$ cat src/rtl/reset_sequencer_pkg.sv
// Shared types and helpers for the staged reset sequencer.
package reset_seq_pkg;

    typedef enum logic [1:0] {
        ST_ASSERT  = 2'd0,
        ST_RELEASE = 2'd1,
        ST_RUN     = 2'd2
    } state_e;

    function automatic int clog2(input int v);
        int r;
        r = 0;
        for (int i = 0; i < 32; i++) begin
            if ((1 << r) < v) r = r + 1;
        end
        return r;
    endfunction

endpackage

$ cat src/rtl/reset_sequencer_seq_timer.sv
// Interval counter: tick marks the last cycle of a DELAY-cycle interval.
module seq_timer #(
    parameter int CNT_W = 8,
    parameter int DELAY = 16
) (
    input  logic clk,
    input  logic rst,
    input  logic clr,
    input  logic en,
    output logic tick
);

    logic [CNT_W-1:0] r_count;

    always_ff @(posedge clk) begin
        if (rst) begin
            r_count <= '0;
        end else if (clr) begin
            r_count <= '0;
        end else if (en) begin
            r_count <= r_count + CNT_W'(1);
        end
    end

    assign tick = (r_count == CNT_W'(DELAY - 1));

endmodule

$ cat src/rtl/reset_sequencer.sv
// Staged clear generator: holds all domains in clear, then releases them in index order.
module reset_sequencer
    import reset_seq_pkg::*;
#(
    parameter int NSTAGES = 4,
    parameter int DELAY   = 16,
    parameter int CNT_W   = 8
) (
    input  logic                             clk,
    input  logic                             rst,
    input  logic                             ext_hold,
    input  logic                             req,
    output logic [NSTAGES-1:0]               stage_clr,
    output logic [clog2(NSTAGES+1)-1:0]      stage_idx,
    output logic                             done
);

    localparam int IDX_W = clog2(NSTAGES + 1);

    generate
        if (NSTAGES < 1 || NSTAGES > 16) begin : g_bad_nstages
            $error("reset_sequencer: NSTAGES must be in 1..16");
        end
        if (DELAY < 1 || DELAY > (2 ** CNT_W) - 1) begin : g_bad_delay
            $error("reset_sequencer: DELAY must be >= 1 and fit in CNT_W bits");
        end
    endgenerate

    state_e             r_state;
    state_e             w_state_nxt;
    logic [NSTAGES-1:0] r_stage_clr;
    logic [NSTAGES-1:0] w_stage_clr_nxt;
    logic [IDX_W-1:0]   r_idx;
    logic [IDX_W-1:0]   w_idx_nxt;
    logic               r_done;
    logic               w_done_nxt;
    logic               w_tmr_clr;
    logic               w_tmr_en;
    logic               w_tick;

    seq_timer #(
        .CNT_W (CNT_W),
        .DELAY (DELAY)
    ) u_timer (
        .clk  (clk),
        .rst  (rst),
        .clr  (w_tmr_clr),
        .en   (w_tmr_en),
        .tick (w_tick)
    );

    always_ff @(posedge clk) begin
        if (rst) begin
            r_state     <= ST_ASSERT;
            r_stage_clr <= '1;
            r_idx       <= '0;
            r_done      <= 1'b0;
        end else begin
            r_state     <= w_state_nxt;
            r_stage_clr <= w_stage_clr_nxt;
            r_idx       <= w_idx_nxt;
            r_done      <= w_done_nxt;
        end
    end

    // Releases drop the lowest still-asserted bit, so shifting in a zero keeps index order.
    always_comb begin
        w_state_nxt     = r_state;
        w_stage_clr_nxt = r_stage_clr;
        w_idx_nxt       = r_idx;
        w_done_nxt      = r_done;
        w_tmr_clr       = 1'b0;
        w_tmr_en        = 1'b0;

        if (ext_hold || req) begin
            w_state_nxt     = ST_ASSERT;
            w_stage_clr_nxt = '1;
            w_idx_nxt       = '0;
            w_done_nxt      = 1'b0;
            w_tmr_clr       = 1'b1;
        end else begin
            case (r_state)
                ST_ASSERT: begin
                    w_tmr_en = 1'b1;
                    if (w_tick) begin
                        w_tmr_clr       = 1'b1;
                        w_stage_clr_nxt = r_stage_clr << 1;
                        w_idx_nxt       = IDX_W'(1);
                        w_state_nxt     = ST_RELEASE;
                    end
                end
                ST_RELEASE: begin
                    w_tmr_en = 1'b1;
                    if (w_tick) begin
                        w_tmr_clr = 1'b1;
                        if (r_idx < IDX_W'(NSTAGES)) begin
                            w_stage_clr_nxt = r_stage_clr << 1;
                            w_idx_nxt       = r_idx + IDX_W'(1);
                        end else begin
                            w_done_nxt  = 1'b1;
                            w_state_nxt = ST_RUN;
                        end
                    end
                end
                ST_RUN: begin
                    w_tmr_clr = 1'b1;
                end
                default: begin
                    w_state_nxt     = ST_ASSERT;
                    w_stage_clr_nxt = '1;
                    w_idx_nxt       = '0;
                    w_done_nxt      = 1'b0;
                    w_tmr_clr       = 1'b1;
                end
            endcase
        end
    end

    assign stage_clr = r_stage_clr;
    assign stage_idx = r_idx;
    assign done      = r_done;

endmodule

$ cat config.mk
export PLATFORM = sky130hd
export DESIGN_NAME = reset_sequencer
export DESIGN_NICKNAME = d
export VERILOG_FILES = /design/src/rtl/reset_sequencer_pkg.sv /design/src/rtl/reset_sequencer_seq_timer.sv /design/src/rtl/reset_sequencer.sv
export SDC_FILE = /design/constraint.sdc
export NUM_CORES = 1
export LEC_CHECK = 0
export CORE_MARGIN = 2
export CORE_UTILIZATION = 35
export CTS_BUF_LIST = sky130_fd_sc_hd__clkbuf_16
export DETAILED_ROUTE_END_ITERATION = 16
export GPL_TIMING_DRIVEN = 0
export PLACE_DENSITY = 0.65
export SYNTH_ARGS = -nofsm -noshare
export SYNTH_HDL_FRONTEND = slang
export SYNTH_SLANG_ARGS = --single-unit
$ cat constraint.sdc
create_clock -name clk -period 1.7 [get_ports clk]
set_input_delay 0.425 -clock clk [delete_from_list [all_inputs] [get_ports clk]]
set_output_delay 0.425 -clock clk [all_outputs]
set_load 0.05 [all_outputs]
==> run metrics <==
status complete, no violations; CP Cell Sequence clkdlybuf4s15_1; detailed router's first-iteration violation count 13; Num CTS Buffers 3; Syn-to-layout area delta 28.2%; Final period util 0.985; sequential fraction of the synthesis area 0.428; hold crit path type reg2reg; RePlAce Congestion between 0.8 and 0.9; worst-path maximum fanout 8; Post-Syn Area about 840 um2; Worst EP arrival 1.25 ns; wire per inst 13.0 um; I/O pin count 12; Clock Sink Count 18; final wirelength between 1500 and 2000 um; HPWL Detailed between 1000 and 1500 um; port buffer count 11; Tmin final 1.68 ns; leakage power approximately 0.00041 uW; Max Slew Vio Count 0; initial antenna violation count 0; number of global-route vias before repair ~660; Routed Antenna Nets 0; clock skew between 0.0015 and 0.002 ns; GRT Residual Overflow 0; Crit path required time about 1.3 ns; fin cells ~140; Starting Density 0.377; Die Wd around 53 um; CP Capture Type primary output; Max-Cap Viols 0; Cells after Synth 93; Slew @ Worst Pin roughly 0.52 ns; # DRC 0; die area 2810 um2; number of vias per cell around 5.6; critical path launch point type flip-flop; Post-CTS Setup Repair Bufs 0; # rows 17; synthesized flop and latch total 18; layout cells sized above 1 0.103; RSZ-0062 raised after global routing no; Final setup viols 0; Slew headroom 0.649; total global-route track usage 0.142; CP bufs+invs 1; DIE HEIGHT 53.1 um; Clock transition at path regs roughly 0.05 ns; Clock Path Buffers 2; dpl cells 132; first-pass GRT wire length approximately 2900 um; VDD IR max 0.669 mV; Pwr per Cell Area 859 nW/um2; core area 2230 um2; drt pass-1 iters 4; crit-path max cell delay ~0.54 ns; Mean Syn Cell Area roughly 9.1 um2; hold buffer count at CTS 0; H-tree depth 1; final hold slack 0.448 ns; Clock Latency Late Sink around 0.25 ns; number of distinct library cells after synthesis 34; # diodes 0; Crit Path Category reg2out; CTS tree yes; fmax ~600 MHz; largest net degree at the start of global routing 11; Crit-path slowest cell clkdlybuf4s15_1; Root Driver clkbuf_16; final hold violations 0; final core area utilization 0.483; Overall Power slightly above 900 uW; syn_nets 99; Syn. warnings 0; Via Count 758; nets@finish roughly 110; Largest delay share family, worst path buffers and inverters
## routing by layer
layer  track usage  wire (um)  vias up
met5             0          0        -
met4         0.103         46        0
met3        0.0282         60        5
met2         0.210        795       13
met1         0.181        853      358
li1              -          -      382
## power by group
group	total [uW]	leakage, uW	internal (uW)	switching [uW]
clock	478	0.0000385	313	165
combinational	25.4	0.000223	10.6	14.7
sequential	425	0.000145	423	1.16
## logic make-up after synthesis
kind of cell / count (synthesis) / synth area share
AOI/OAI and AO/OA: 22 / 0.172
xor gates and xnor gates: 1 / 0.0104
adders and majority gates: 2 / 0.0297
buffers and inverters: 5 / 0.0327
DFF: 18 / 0.428
muxes: 4 / 0.0476
and+or+nand+nor: 41 / 0.279
## flip-flops by register name (all words and copies together), names as in the netlist
register and flops:
done 1, r_state 2, stage_clr 4, stage_idx 3, u_timer.r_count 8
## path summary, 6_finish.rpt
kind,from,slack (ns),cells past startpoint,to
min reg2reg,done$_SDFFE_PP0P_,0.45,2,done$_SDFFE_PP0P_
max,stage_idx[2]$_SDFFE_PP0P_,0.02,1,stage_idx[2]
max reg2reg,u_timer.r_count[6]$_SDFFE_PP0P_,0.06,3,stage_idx[0]$_SDFFE_PP0P_
min,done$_SDFFE_PP0P_,0.45,2,done$_SDFFE_PP0P_
## cell usage in the layout (no fill, tap or decap), types with 3 or more instances in the layout
cell           instances
nand4_1                3
nor2_1                 7
mux2i_1                4
nand3_1                4
clkbuf_16              3
or3_1                  4
dlygate4sd2_1          9
a21oi_1                6
dfxtp_1               18
o21ai_0                4
nand2_1                4
## cell usage after synthesis
library cell	instances	area (um2)
nor4_1	2	12.5
a221oi_1	1	8.76
or4_1	3	22.5
nor2b_1	2	12.5
a21oi_1	7	35.0
buf_6	1	11.3
dfxtp_1	18	360
a22oi_1	1	7.51
clkbuf_2	1	5.00
nand2_1	4	15.0
a2111o_1	1	11.3
nor2_1	7	26.3
nand4b_1	1	8.76
a31oi_1	1	6.26
or3_1	5	31.3
or2b_1	1	7.51
nor3_1	2	10.0
o21ai_0	5	25.0
clkbuf_1	1	3.75
xnor2_1	1	8.76
nand2b_1	2	12.5
and3_1	1	6.26
nand4bb_1	1	11.3
ha_1	2	25.0
o311ai_0	1	8.76
o31ai_1	2	15.0
a21o_1	1	7.51
nand3_1	5	25.0
o211a_1	2	20.0
and2b_1	1	7.51
inv_1	2	7.51
nand4_1	3	18.8
mux2i_1	4	40.0
or3_2	1	7.51
## area by class of cell
cell class	count	area (um2)
Tap cell	28	35.0
Timing Repair Buffer	11	98.8
Clock inverter	1	3.75
Buffer	2	15.0
Multi-Input combinational cell	70	484
Clock buffer	3	75.1
Sequential cell	18	360
Inverter	2	7.51
Fill cell	221	1150
## through the flow
stage | setup slack, ns | setup TNS (ns) | cell area (um2)
2_1_floorplan | 0.128 | 0 | 842
3_3_place_gp | -0.462 | -3.21 | 987
3_5_place_dp | -0.498 | -3.45 | 987
4_1_cts | 0.00297 | 0 | 1060
5_1_grt | 0.00903 | 0 | 1080
6_report | 0.0250 | 0 | 1080
## repair_timing
item	in CTS	in global routing
gates resized for setup	12	6
endpoints found under the hold margin	0	0
pin swaps	0	0
endpoints found under the setup margin	15	8
(Power assumes the default switching activity.)
